<file path="src/rtl/ndn_pkg.sv">
// Shared NDN router definitions: FSM encoding, response status/source codes
// and the field widths used on the PIT access path.
package ndn_pkg;

  localparam int PREFIX_W = 64;
  localparam int LEN_W    = 6;
  localparam int META_W   = 8;
  localparam int ENTRY_W  = 11;

  typedef enum logic [1:0] {
    S_IDLE  = 2'd0,
    S_ISSUE = 2'd1,
    S_WAIT  = 2'd2,
    S_RESP  = 2'd3
  } arb_state_t;

  localparam logic [1:0] ST_OK  = 2'b00;
  localparam logic [1:0] ST_REJ = 2'b01;
  localparam logic [1:0] ST_TMO = 2'b10;

  localparam logic SRC_INT = 1'b0;
  localparam logic SRC_DAT = 1'b1;

  // Interest requests carry their name length in the metadata byte.
  function automatic logic [META_W-1:0] int_meta(input logic [LEN_W-1:0] len);
    return {2'b01, len};
  endfunction

endpackage

</file>
<file path="src/rtl/rr_arb2.sv">
// Two-way round-robin arbiter. Bit 0 is the interest path, bit 1 the data
// path. A tie goes to the requester that did not win last time.
module rr_arb2
  import ndn_pkg::*;
(
  input  logic       clk,
  input  logic       rst,
  input  logic       en,
  input  logic [1:0] req,
  output logic [1:0] gnt
);

  logic last_grant;

  // Combinational grant: at most one bit set, only while enabled.
  always_comb begin
    gnt = 2'b00;
    if (en) begin
      if (req == 2'b11) begin
        gnt = (last_grant == SRC_DAT) ? 2'b01 : 2'b10;
      end else begin
        gnt = req;
      end
    end
  end

  // Remember who won so the other side wins the next tie.
  always_ff @(posedge clk or posedge rst) begin
    if (rst) begin
      last_grant <= SRC_DAT;
    end else if (|gnt) begin
      last_grant <= gnt[1];
    end
  end

endmodule

</file>
<file path="src/rtl/pit_access_arbiter.sv">
// Shares the single PIT port between the interest and data requesters:
// grants one request, holds its strobe until the PIT completes, rejects or
// times out, then returns one tagged response pulse.
//
// Handshakes: a request transfers on a cycle where *_valid and *_ready are
// both high; ready is only offered in IDLE and never to both requesters.
// rsp_valid is a single-cycle pulse with no back-pressure.
module pit_access_arbiter
  import ndn_pkg::*;
#(
  parameter int TIMEOUT_CYCLES = 15,
  parameter int CNT_W          = 16
) (
  input  logic                clk,
  input  logic                rst,
  input  logic                int_valid,
  output logic                int_ready,
  input  logic [PREFIX_W-1:0] int_prefix,
  input  logic [LEN_W-1:0]    int_length,
  input  logic                dat_valid,
  output logic                dat_ready,
  input  logic [PREFIX_W-1:0] dat_prefix,
  input  logic [META_W-1:0]   dat_meta,
  output logic [PREFIX_W-1:0] pit_prefix,
  output logic [LEN_W-1:0]    pit_length,
  output logic [META_W-1:0]   pit_meta,
  output logic                pit_out_bit,
  output logic                pit_prefix_ready,
  input  logic [ENTRY_W-1:0]  pit_table_entry,
  input  logic                pit_in_bit,
  input  logic                pit_rejected,
  input  logic                pit_data_packet,
  output logic                rsp_valid,
  output logic                rsp_src,
  output logic [ENTRY_W-1:0]  rsp_entry,
  output logic [1:0]          rsp_status,
  output logic                rsp_data_packet,
  output logic                busy,
  output logic [CNT_W-1:0]    reject_count,
  output logic [CNT_W-1:0]    timeout_count
);

  // Timer counts WAIT cycles from 0; the last allowed one aborts.
  localparam logic [7:0] TMO_LAST = 8'(TIMEOUT_CYCLES - 1);

  arb_state_t state_q, state_d;
  logic       src_q;
  logic [7:0] timer_q;
  logic [1:0] gnt;
  logic       accept;
  logic       wait_done;

  rr_arb2 u_arb (
    .clk (clk),
    .rst (rst),
    .en  (state_q == S_IDLE),
    .req ({dat_valid, int_valid}),
    .gnt (gnt)
  );

  assign int_ready = gnt[0];
  assign dat_ready = gnt[1];
  assign accept    = |gnt;
  assign wait_done = pit_in_bit | pit_rejected | (timer_q == TMO_LAST);

  // State register.
  always_ff @(posedge clk or posedge rst) begin
    if (rst) state_q <= S_IDLE;
    else     state_q <= state_d;
  end

  // Next-state logic: one request in flight at a time.
  always_comb begin
    state_d = state_q;
    case (state_q)
      S_IDLE:  if (accept) state_d = S_ISSUE;
      S_ISSUE: state_d = S_WAIT;
      S_WAIT:  if (wait_done) state_d = S_RESP;
      S_RESP:  state_d = S_IDLE;
      default: state_d = S_IDLE;
    endcase
  end

  // Latch the winning request; held stable until the next grant.
  always_ff @(posedge clk or posedge rst) begin
    if (rst) begin
      src_q      <= SRC_INT;
      pit_prefix <= '0;
      pit_length <= '0;
      pit_meta   <= '0;
    end else if (state_q == S_IDLE && accept) begin
      if (gnt[1]) begin
        src_q      <= SRC_DAT;
        pit_prefix <= dat_prefix;
        pit_length <= '0;
        pit_meta   <= dat_meta;
      end else begin
        src_q      <= SRC_INT;
        pit_prefix <= int_prefix;
        pit_length <= int_length;
        pit_meta   <= int_meta(int_length);
      end
    end
  end

  // WAIT-cycle timer, cleared while the strobe is first issued.
  always_ff @(posedge clk or posedge rst) begin
    if (rst) begin
      timer_q <= '0;
    end else if (state_q == S_ISSUE) begin
      timer_q <= '0;
    end else if (state_q == S_WAIT) begin
      timer_q <= timer_q + 8'd1;
    end
  end

  // Capture the outcome when leaving WAIT; completion beats rejection.
  always_ff @(posedge clk or posedge rst) begin
    if (rst) begin
      rsp_src         <= SRC_INT;
      rsp_entry       <= '0;
      rsp_status      <= ST_OK;
      rsp_data_packet <= 1'b0;
    end else if (state_q == S_WAIT && wait_done) begin
      rsp_src <= src_q;
      if (pit_in_bit) begin
        rsp_entry       <= pit_table_entry;
        rsp_status      <= ST_OK;
        rsp_data_packet <= pit_data_packet;
      end else begin
        rsp_entry       <= '0;
        rsp_status      <= pit_rejected ? ST_REJ : ST_TMO;
        rsp_data_packet <= 1'b0;
      end
    end
  end

  // Saturating statistics, bumped once per response.
  always_ff @(posedge clk or posedge rst) begin
    if (rst) begin
      reject_count  <= '0;
      timeout_count <= '0;
    end else if (state_q == S_RESP) begin
      if (rsp_status == ST_REJ && reject_count != '1) begin
        reject_count <= reject_count + 1'b1;
      end
      if (rsp_status == ST_TMO && timeout_count != '1) begin
        timeout_count <= timeout_count + 1'b1;
      end
    end
  end

  assign pit_out_bit      = (state_q == S_ISSUE || state_q == S_WAIT) && (src_q == SRC_INT);
  assign pit_prefix_ready = (state_q == S_ISSUE || state_q == S_WAIT) && (src_q == SRC_DAT);
  assign rsp_valid        = (state_q == S_RESP);
  assign busy             = (state_q != S_IDLE);

endmodule

</file>
<file path="config.mk">
export PLATFORM = sky130hd
export DESIGN_NAME = pit_access_arbiter
export DESIGN_NICKNAME = d
export VERILOG_FILES = /design/src/rtl/ndn_pkg.sv /design/src/rtl/rr_arb2.sv /design/src/rtl/pit_access_arbiter.sv
export SDC_FILE = /design/constraint.sdc
export NUM_CORES = 1
export LEC_CHECK = 0
export CAP_MARGIN = 10
export CORE_ASPECT_RATIO = 1.2
export CORE_MARGIN = 3
export CORE_UTILIZATION = 25
export DETAILED_ROUTE_END_ITERATION = 10
export GPL_TIMING_DRIVEN = 0
export PLACE_DENSITY = 0.64
export SLEW_MARGIN = 5
export SYNTH_ARGS = -nofsm -noshare
export SYNTH_HDL_FRONTEND = slang
export SYNTH_SLANG_ARGS = --single-unit
</file>
<file path="constraint.sdc">
create_clock -name clk -period 6.6 [get_ports clk]
set_input_delay 0.99 -clock clk [delete_from_list [all_inputs] [get_ports clk]]
set_output_delay 0.99 -clock clk [all_outputs]
set_load 0.02 [all_outputs]
</file>
After elaboration in Yosys (flattened, before gate mapping)
Cells that the tools add are included.

storage, ports and cells
  flip-flop bits (word level) = 137

cells by class
  multiplexer cells = 16
  reductions and logical operators = 14
  bitwise operators = 3
  eq/ne operators = 11
  add/sub/neg operators = 3

operators with widths
  operator                                                          count
  64-bit 2-to-1 mux                                                 1
  16-bit by 1-bit adder with 16-bit output (second input constant)  2
  16-bit != test (second input constant)                            2
  8-bit 2-to-1 mux                                                  3
  2-bit 2-to-1 mux                                                  7
  11-bit 2-to-1 mux                                                 1
  8-bit by 1-bit adder with 8-bit output (second input constant)    1
  2-bit == test (second input constant)                             4
  8-bit by 4-bit == test with 1-bit output (second input constant)  1
  2-bit case mux with 4 select lines                                1
  1-bit logical AND                                                 6
  6-bit 2-to-1 mux                                                  1
  2-bit AND reduction                                               3
  2-bit by 1-bit == test with 1-bit output (second input constant)  2
  2-bit != test (second input constant)                             2
  2-bit nonzero test                                                2
  2-bit logical NOT                                                 1
  1-bit 2-to-1 mux                                                  2
  1-bit OR                                                          2
  2-bit OR reduction                                                1
  1-bit logical OR                                                  1
  1-bit inverter                                                    1

Longest topological paths before layout
  depth after elaboration = 6
  mapped depth = 8
  gate-level depth less buffers = 6

By module
A second synthesis with hierarchy kept.

second synthesis, totals
  cells, all modules = 608
  area, all modules = 6,384.9 um2

modules (own cells, without submodules)
  module              area each (um2)  seq. area each (um2)  times used  cells each
  pit_access_arbiter  6,318.6          3,403.3               1           599
  rr_arb2             66.3             26.3                  1           9

Worst setup path before layout
OpenSTA, ideal clock, no wires.

  kind = input-to-output
  start = input port dat_valid
  end = output port dat_ready
  data arrival time = 1.798 ns
  stages on the path = 4
  slack = 3.812 ns
  path buffers = 2
  required time = 5.610 ns
  path through = nand2_1 -> a21oi_1 -> buf_2 -> buf_1

between the ends
  longest elaborated chain between the ends = 3

RTL lines
  what                line                      text
  from (decl)         pit_access_arbiter.sv:20  input logic dat_valid,
  2-bit == test       rr_arb2.sv:19             if (req == 2'b11) begin
  2-bit 2-to-1 mux *  rr_arb2.sv:19
  2-bit 2-to-1 mux *  rr_arb2.sv:18             if (en) begin
  to (decl)           pit_access_arbiter.sv:21  output logic dat_ready,

Mark *: on every way between the ends. The rest lies on a longest branch, timed or not.

Worst setup path in the final report
  start = input port int_valid
  end = output port int_ready

between the ends
  longest elaborated chain between the ends = 3

RTL lines
  what                line                      text
  from (decl)         pit_access_arbiter.sv:16  input logic int_valid,
  2-bit == test       rr_arb2.sv:19
  2-bit 2-to-1 mux *  rr_arb2.sv:19
  2-bit 2-to-1 mux *  rr_arb2.sv:18
  to (decl)           pit_access_arbiter.sv:17  output logic int_ready,

Marked as above.

==> flow_summary.ini <==
[status]
outcome = complete, no violations

[finish]
nets = 1007
instances_no_fill = 1166
antenna_cells = 0
final_util = 0.4230
drive_gt1_frac = 0.06580
multi_input_area_um2 = 2186
regArea_um2 = 3430
area_growth_pct = 64.73
fillers = 2284

[yosys]
synth_cell_type_count = 48
netlist_area_um2 = 6017
synth_seq_area_share = 0.5700
async_flop_share = 1.000
synth_fp_nets = 697
synth-seq-cells = 137
ys.flop_type = dfrtp_1
synth_edf_count = 0
yosysWarnings = 0
syn_inst = 529
synth_area_per_cell_um2 = 11.37

[power]
power_frac_clock = 0.221
power.share.combinational = 0.458
seqPwrFrac = 0.321
vdd_drop_max_mv = 0.2800
power_switching_mw = 1.683
swShare = 0.3948
p_per_area_nw_per_um2 = 430.1
finalPower_mw = 4.264
internal_power_mw = 2.580
leakagePower_nw = 4.560

[timing]
tightest_slew_ns = 0.8847
setup-violations-final = 0
whs_ns = 0.4731
fmaxAchievable_mhz = 233.5
finalHoldViolCount = 0
rsz0062_at_grt = false
tns_ns = 0
skew_ns = 0.01964
finalCritPeriodShare = 0.6489
relSlewSlack = 0.4102
drv_slew = 0
min_period_ns = 4.282

[placement]
dp_hpwl_um = 16350
port_buffers = 290
dp_cells = 1135
gp_congestion = 0.8256

[floorplan]
die_y_um = 175.9
core_area_um2 = 23430
design.die.area_um2 = 25970
dieWidth_um = 147.6
core.rowCount = 61
start_util = 0.2568
io-pin-count = 291

[grt]
grt_pass1_wl_um = 32520
grt_pass1_vias = 5763
grt_use_total = 0.1604
grt_max_degree = 74
overflow = 0
antenna_found_initial = 0

[cts]
cts_inserted_buffers = 17
path_clk_slew_ns = 0.06
root_buffer = clkbuf_16
cts_tree = built
cts.path.max_buffers = 2
clock_latency_ns = 0.42
clock_sinks = 137
cts_hold_buffers = 0
cts_resized = 0
h-tree-depth = 4
cts_setup_buffers = 0

[route]
drc_errors = 0
ant_nets = 0
viasPerCell = 4.832
drtIter0Drc = 437
first_pass_iters = 9
vias = 5634
wire_per_inst_um = 18.39
totalWireLength_um = 21440

[worst_setup_path]
critPathRequiredTime_ns = 5.61
crit_path_start_kind = primary input
crit_arrival_ns = 3.29
crit_type = in -> out
path_max_fanout = 10
cp-end-kind = output port

[run]
drv_cap = 0

[hold_path]
hold_class = reg -> reg
[cells in the mapped netlist (2+ instances only)]
master / instances / area, µm²
o31ai_1: 2 / 15.01
a22o_1: 8 / 70.07
inv_1: 76 / 285.3
nand4_1: 13 / 81.33
nor2_1: 12 / 45.04
nand2b_1: 3 / 18.77
nor3_1: 10 / 50.05
nand2_1: 26 / 97.59
o21ai_0: 13 / 65.06
nor4_1: 2 / 12.51
a211oi_1: 2 / 15.01
or2_2: 3 / 18.77
clkbuf_1: 22 / 82.58
o211ai_1: 2 / 15.01
nor4_2: 3 / 37.54
and4_1: 3 / 26.28
and3_1: 16 / 100.1
xnor2_1: 13 / 113.9
mux2i_1: 7 / 70.07
a222oi_1: 65 / 650.6
a21o_1: 12 / 90.09
dfrtp_1: 136 / 3403
buf_2: 6 / 30.03
a22oi_1: 2 / 15.01
nand3_1: 12 / 60.06
xor2_1: 13 / 113.9
mux2_2: 5 / 56.30
a31oi_1: 3 / 18.77
a21oi_1: 12 / 60.06
ha_1: 8 / 100.1
o2bb2ai_1: 2 / 17.52
[layout make-up]
type | count | area share
Inverter | 76 | 0.02929
Timing Repair Buffer | 291 | 0.2956
Clock buffer | 17 | 0.04292
Clock inverter | 14 | 0.01414
Multi-Input combinational cell | 287 | 0.2205
Buffer | 29 | 0.01174
Sequential cell | 137 | 0.3460
Tap cell | 315 | 0.03976
[power groups by stage]
| stage | logic, mW | clock network, mW | registers, mW |
|---|---|---|---|
| final | 1.95 | 0.942 | 1.37 |
| after global routing | 2.12 | 1.00 | 1.41 |
| after global placement | 1.96 | 0 | 1.37 |
| after detailed placement | 1.98 | 0 | 1.38 |
| after CTS | 1.98 | 0.968 | 1.37 |
| after floorplan | 0.684 | 0 | 1.68 |
[final timing paths]
check	from	end	depth (start not counted)	slack (ns)
worst min-delay path	rsp_entry[10]	rsp_entry[10]	1	0.47
worst max-delay path	int_valid	int_ready	5	2.32
min in group asynchronous	rst	rsp_entry[3]	2	1.03
worst min register to register	rsp_entry[10]	rsp_entry[10]	1	0.47
max in group asynchronous	rst	u_arb.last_grant	3	4.74
worst max register to register	state_q[0]	pit_prefix[38]	7	4.16
[logic make-up after synthesis]
kind of cell | count (synthesis) | synth area share
fa+ha+maj | 8 | 0.01664
flops | 137 | 0.5700
simple gates | 114 | 0.1106
xor+xnor | 26 | 0.03785
compound gates | 127 | 0.1772
buf+inv | 105 | 0.06675
mux | 12 | 0.02100
[per-layer routing]
metal	vias up	global-route usage	part of all wire
li1	2596	-	-
met1	2760	0.1902	0.40
met2	263	0.2742	0.49
met3	15	0.05879	0.10
met4	0	0.04507	0.014
met5	-	0	0
[stage by stage]
step | worst slack, ns | cell area [µm²]
final | 2.318 | 9912
after global routing | 2.202 | 9912
after CTS | 2.331 | 9912
after detailed placement | 2.345 | 9346
after global placement | -0.3524 | 9314
after floorplan | 1.944 | 6017
[flip-flops by register name, indices dropped and copies added (netlist names), 2 cells and up]
register and count:
rsp_status 2, timeout_count 16, pit_length 6, pit_prefix 64
pit_meta 8, rsp_entry 11, reject_count 16, timer_q 8
state_q 2
[critical path: stages]
cell	delay (ns)
clkdlybuf4s50_1	0.49
nand2_1	0.08
a21oi_1	0.70
buf_2	0.38
clkdlybuf4s50_1	0.65
[cells in the final DEF (no fill, tap or decap), drive strengths merged, types with 3 or more instances in the layout]
master	netlist	routed
a22o	8	8
clkdlybuf4s50	0	290
xnor2	13	13
o21ai	13	13
nand2b	3	3
inv	76	82
clkbuf	22	39
a31oi	3	3
a21o	12	12
nor4	5	5
nand3	12	12
clkinvlp	0	5
buf	7	8
and4	3	3
dfrtp	136	136
mux2i	7	7
xor2	13	13
nand2	26	26
nor2	12	12
and3	16	16
a222oi	65	65
or2	3	3
mux2	5	5
nand4	13	13
a21oi	12	12
ha	8	8
nor3	11	11
(Power assumes the default switching activity.)
